[src/rtl/key_debounce.sv]
// Push-button debouncer: two-flop synchronizer feeding a four-state qualifier that
// emits a clean level plus one-cycle press/release strobes once the key has settled.
module key_debounce #(
    parameter int CLK_FREQ_HZ = 50000000,
    parameter int DEBOUNCE_MS = 20,
    parameter int KEY_ACTIVE  = 1
) (
    input  logic clk,
    input  logic rst_n,
    input  logic key_in,
    output logic key_level,
    output logic key_press,
    output logic key_release
);

    localparam int DB_CYCLES = CLK_FREQ_HZ / 1000 * DEBOUNCE_MS;
    localparam int CW        = (DB_CYCLES > 1) ? $clog2(DB_CYCLES) : 1;
    localparam logic IDLE_LVL = (KEY_ACTIVE == 0);
    localparam logic [CW-1:0] CNT_LAST = CW'(DB_CYCLES - 1);

    generate
        if (DB_CYCLES < 2 || DB_CYCLES > (1 << 24)) begin : g_bad_cfg
            $error("key_debounce: DB_CYCLES out of range 2..2^24");
        end
    endgenerate

    typedef enum logic [1:0] {
        IDLE         = 2'd0,
        PRESS_WAIT   = 2'd1,
        PRESSED      = 2'd2,
        RELEASE_WAIT = 2'd3
    } state_t;

    state_t        state_q;
    logic          sync1_q;
    logic          sync2_q;
    logic [CW-1:0] cnt_q;
    logic [CW-1:0] cnt_d;
    logic          key_on;

    // Normalised so the FSM always works in "1 = pressed" terms.
    assign key_on = (sync2_q != IDLE_LVL);
    assign cnt_d  = cnt_q + CW'(1);

    always_ff @(posedge clk or negedge rst_n) begin
        if (!rst_n) begin
            sync1_q     <= IDLE_LVL;
            sync2_q     <= IDLE_LVL;
            state_q     <= IDLE;
            cnt_q       <= '0;
            key_level   <= 1'b0;
            key_press   <= 1'b0;
            key_release <= 1'b0;
        end else begin
            sync1_q     <= key_in;
            sync2_q     <= sync1_q;
            key_press   <= 1'b0;
            key_release <= 1'b0;
            case (state_q)
                IDLE: begin
                    if (key_on) begin
                        state_q <= PRESS_WAIT;
                        cnt_q   <= '0;
                    end
                end
                PRESS_WAIT: begin
                    if (!key_on) begin
                        state_q <= IDLE;
                        cnt_q   <= '0;
                    end else if (cnt_q == CNT_LAST) begin
                        state_q   <= PRESSED;
                        cnt_q     <= '0;
                        key_level <= 1'b1;
                        key_press <= 1'b1;
                    end else begin
                        cnt_q <= cnt_d;
                    end
                end
                PRESSED: begin
                    if (!key_on) begin
                        state_q <= RELEASE_WAIT;
                        cnt_q   <= '0;
                    end
                end
                RELEASE_WAIT: begin
                    // Any pressed sample here is bounce: fall back without a strobe.
                    if (key_on) begin
                        state_q <= PRESSED;
                        cnt_q   <= '0;
                    end else if (cnt_q == CNT_LAST) begin
                        state_q     <= IDLE;
                        cnt_q       <= '0;
                        key_level   <= 1'b0;
                        key_release <= 1'b1;
                    end else begin
                        cnt_q <= cnt_d;
                    end
                end
                default: begin
                    state_q <= IDLE;
                    cnt_q   <= '0;
                end
            endcase
        end
    end

endmodule

[config.mk]
export PLATFORM = sky130hd
export DESIGN_NAME = key_debounce
export DESIGN_NICKNAME = d
export VERILOG_FILES = /design/src/rtl/key_debounce.sv
export SDC_FILE = /design/constraint.sdc
export NUM_CORES = 1
export LEC_CHECK = 0
export ABC_CLOCK_PERIOD_IN_PS = 4600
export CORE_ASPECT_RATIO = 0.6
export CORE_MARGIN = 1.5
export CORE_UTILIZATION = 53
export DETAILED_ROUTE_END_ITERATION = 6
export PLACE_DENSITY_LB_ADDON = 0.3
export SLEW_MARGIN = 15
export SYNTH_ARGS = -nofsm -noshare
export SYNTH_HDL_FRONTEND = slang
export SYNTH_SLANG_ARGS = --single-unit
[constraint.sdc]
create_clock -name clk -period 4.6 [get_ports clk]
set_clock_uncertainty 0.15 [all_clocks]
set_input_delay 0.92 -clock clk [delete_from_list [all_inputs] [get_ports clk]]
set_output_delay 0.92 -clock clk [all_outputs]
set_load 0.01 [all_outputs]
Yosys cells after proc, flatten, opt, wreduce, memory -nomap -nowiden. Cells that the tools add are included.

Add/sub/neg operators: 1. Equality and inequality tests: 12. Muxes and demuxes: 23. Reduce and logical (&&, ||, !) cells: 5.

Operators with widths (count): 20-bit two-way mux (5); 20-bit case mux with 4 select lines (1); 20-bit by 1-bit adder with 20-bit output, second input constant (1); 20-bit == test, second input constant (1); 2-bit two-way mux (6); 2-bit inequality test, second input constant (6); 1-bit two-way mux (9); 2-bit case mux with 4 select lines (1); 3-bit inequality test, second input constant (2); 5-bit AND reduction (1); 2-bit == test, second input constant (2); 4-bit AND reduction (1); 2-bit by 1-bit == test with 1-bit output, second input constant (1); 2-bit zero test (1); 1-bit case mux with 2 select lines (1); 2-bit AND reduction (1); 2-bit nonzero test (1).

Bits in registers: 27. Logic and storage cells: 48.

Logic depth before layout (Yosys ltp).
Word-level depth: 4. Depth in mapped cells: 8.

Worst setup path after synthesis. OpenSTA, ideal clock, no wires.

Kind: reg-to-reg. From: register cnt_q[0]. To: register cnt_q[12]. Data arrival time: 1.634 ns. Setup slack: 2.695 ns. Stages on the path, launching flop included: 8. Buffers on the path: 2. Cells stage by stage: dfrtp_1 ha_1 nand3_2 nor4_4 a21oi_2 buf_6 buf_6 a22o_1.

Longest elaborated chain between the ends: 4. Elaborated cells on any way between the ends: 6. Those cells by class: 1 x add/sub; 1 x eq/ne; 4 x mux.

RTL lines: start: declaration (line 37) `logic [CW-1:0] cnt_q;`; start signal: assignment (line 76) `cnt_q <= cnt_d;`; start signal: assignment (line 96) `cnt_q <= cnt_d;`; 20-bit by 1-bit adder with 20-bit output / 20-bit == test (equally long branches) (line 43, 70, 90); 20-bit two-way mux (*) (line 70, 90); 20-bit two-way mux (on tied branches) (line 87, 67); 20-bit case mux with 4 select lines (*) (line 59) `case (state_q)`.

Mark *: on every way between the ends. The rest lies on a longest branch, timed or not. A chain may end at the register's enable or synchronous reset.

Final worst setup path.
From: register cnt_q[0]. To: register cnt_q[8].

Same word-level chain as after synthesis.

==> qor.txt <==
Post-synthesis mux area share = 0.8072%
Xor and xnor fraction of the mapped netlist area = 3.677%
Routed len/inst = 17.39 um
CTS Root Cell = clkbuf_8
Max Slew Vio Count = 0
Share of flip-flops with an asynchronous set or reset = 100.0%
Crit. End Element = flop
Post-synthesis compound-gate area fraction = 18.65%
Avg Cell Area, Syn = 10.33 um^2
Slew HR = 50.57%
Run status = finished clean
Post-synth top area share = 48.43%
Syn nets = 139
Resized Gates After CTS = 0
Sequential area share after synthesis = 48.43%
Comb power frac = 6.5%
CP cell instances = ha_1, nand3_2, nor4_4, a21oi_4, or2b_1, a31oi_1
Layout cells sized above 1 = 9.353%
Row cnt = 14
Clock power frac = 32.3%
N_diodes = 0
Final hold slack = 0.2184 ns
Peak supply drop = 0.2054 mV
Largest net degree at the start of global routing = 33
Crit-path max cell delay = 0.61 ns
Pint = 0.3137 mW
Setup violations, final = 0
Core Area = 2505 um^2
Tot GR Track Use = 21.99%
Synth cell types = 39
CTS sink count = 27
Slew at the pin closest to its max-slew limit = 0.7398 ns
Setup Buffers After CTS = 0
Simple logic cell fraction of the synthesized area = 24.04%
Seq pwr share = 61.1%
Max Cap Viol = 0
DR DRC count = 0
Die area = 2959 um^2
Seq cells post-synth = 27
Maximum clock rate = 0.4334 GHz
Initial drt markers = 74
CTS tree = yes
Pre-antenna DRT Iters = 4
Min-Delay Path Class = reg2reg
NetSw = 0.09452 mW
CP Data Arrival Time = 2.35 ns
DIE WIDTH = 69.24 um
Period utilization = 50.17%
R2R setup slack = 2.29 ns
GR Overflow Total = 0
Worst-path clk slew = 0.09 ns
Final #Nets = 144
Setup TNS = 0 ns
Antenna Nets Post-Route = 0
Hold Fails Final Rpt = 0
Most common cell in the netlist = dfrtp_1
Required @ worst endpoint = 4.64 ns
Number of flops mapped to enable cells by yosys = 0
Predominant post-synthesis flop cell = dfrtp_1
Slowest cell on the critical path = a21oi_4
WL final = 2974 um
Dominant cell type by area after synthesis = dfrtp_1
Crit path max-delay family = compound AO/OA/AOI/OAI gates
Via count = 1089
CP max FO = 32
Via density = 6.368
Boundary pin count = 6
Commonest cells post-synth = dfrtp_1 (27), nand2_1 (17), a31oi_1 (15)
H-tree depth = 1
Startpoint types = flop
Clock Tree Buf Depth = 2
First-pass GRT wire length = 5009 um
Worst Path Buf+Inv = 0
Gate Count Post-Synth = 135
Ranking of synthesized cells by area = dfrtp_1 (48%), a31oi_1 (6.7%), nand2_1 (4.6%)
Min Tclk post-route = 2.308 ns
P_leak = 0.6962 nW
RSZ-0062 raised after global routing = no
PwrDens = 272.4 nW/um^2
Num CTS Buffers = 3
Initial antenna violation count = 0
Clock latency on the worst-skew pair = 0.27 ns
Switching Fraction = 23.15%
Largest family of logic cells by synthesized area = simple AND/OR/NAND/NOR gates
Synthesized cell area = 1395 um^2
Post-DP HPWL = 2095 um
FILL cells = 210
Area delta synth->final = 7.444%
Final Power = 0.4083 mW
Critical path type = reg2reg
CTS Hold Bufs = 0
Initial cell density of the core = 55.69%
Die height = 42.74 um
Vias in the first global route = 1024
Buffers on Ports = 5
Post-Synth Adder-Cell Area = 0.8969%
Yosys warning count = 0
GP Congestion = 0.8154
## worst register-to-register path, cell delays in order, from the launching register on
cell     delay, ns
dfrtp_1       0.44
ha_1          0.26
nand3_2       0.19
nor4_4        0.10
a21oi_4       0.62
or2b_1        0.29
a31oi_1       0.18
## cell families (layout without fill, tap and decap cells)
| group | Yosys count | in the layout |
|---|---|---|
| multiplexers | 1 | 1 |
| AND/OR/NAND/NOR | 55 | 55 |
| flip-flops | 27 | 27 |
| buffers and inverters | 8 | 12 |
| XOR/XNOR | 5 | 5 |
| adder cells (fa/ha/maj) | 1 | 1 |
| AO/OA/AOI/OAI | 38 | 38 |
## through the flow
step	instances	util, %	setup WS, ns	cell area [um^2]
after global placement	167	57.94	2.115	1451
final	171	59.84	2.292	1499
after global routing	171	59.84	2.138	1499
after CTS	171	59.74	1.922	1496
after floorplan	135	-	2.695	1395
after detailed placement	167	57.94	1.942	1451
## state kept, by name, indices dropped and copies added, names as in the netlist, named ones only
name         count
cnt_q           20
key_level        1
key_on           1
key_press        1
key_release      1
state_q          1
sync1_q          1
## final cells by class
| cell class | count | area, um^2 | area share [%] |
|---|---|---|---|
| tap | 32 | 40.04 | 2.671 |
| timing repair buffer | 6 | 52.55 | 3.506 |
| clock buffer | 4 | 45.04 | 3.005 |
| multi-input combinational | 100 | 678.2 | 45.24 |
| sequential | 27 | 675.6 | 45.08 |
| inverter | 2 | 7.507 | 0.5008 |
## cell usage in the layout (no fill, tap or decap), types with 2 or more instances in the layout
master	instances
a21o_1	2
a21oi_1	5
a22o_1	7
a31oi_1	15
a41oi_1	2
and2_1	2
and3_1	6
and4_1	3
clkbuf_8	3
clkdlybuf4s50_1	4
dfrtp_1	27
inv_1	2
nand2_1	17
nand3_1	6
nand4_1	2
nor2_1	5
nor3_1	2
o21ai_0	3
or2b_1	2
xnor2_1	2
xor2_1	2
## metal layers
layer / part of all wire [%] / vias to the layer above / global-route usage [%] / wire length (um)
met1: 46 / 533 / 31.30 / 1378
met4: 0.47 / 0 / 5.490 / 14
li1: - / 509 / - / -
met2: 46 / 45 / 33.85 / 1373
met5: 0 / - / 0 / 0
met3: 7.0 / 2 / 5.701 / 208
## power groups by stage
stage | sequential (mW) | combinational [mW] | clock (mW)
after global routing | 0.251 | 0.0304 | 0.145
final | 0.249 | 0.0267 | 0.132
after detailed placement | 0.254 | 0.0273 | 0
after CTS | 0.249 | 0.0273 | 0.136
after floorplan | 0.253 | 0.0180 | 0
after global placement | 0.254 | 0.0261 | 0
## path summary, 6_finish.rpt
path / from / end / cells after the start
worst max-delay path: cnt_q[0]$_DFFE_PN0P_ / cnt_q[8]$_DFFE_PN0P_ / 6
worst min-delay path: sync1_q$_DFF_PN0_ / key_on$_DFF_PN0_ / 0
worst max register to register: cnt_q[0]$_DFFE_PN0P_ / cnt_q[8]$_DFFE_PN0P_ / 6
worst min register to register: sync1_q$_DFF_PN0_ / key_on$_DFF_PN0_ / 0
max in group asynchronous: rst_n / cnt_q[12]$_DFFE_PN0P_ / 2
min in group asynchronous: rst_n / key_press$_DFF_PN0_ / 1
(Power assumes the default switching activity.)
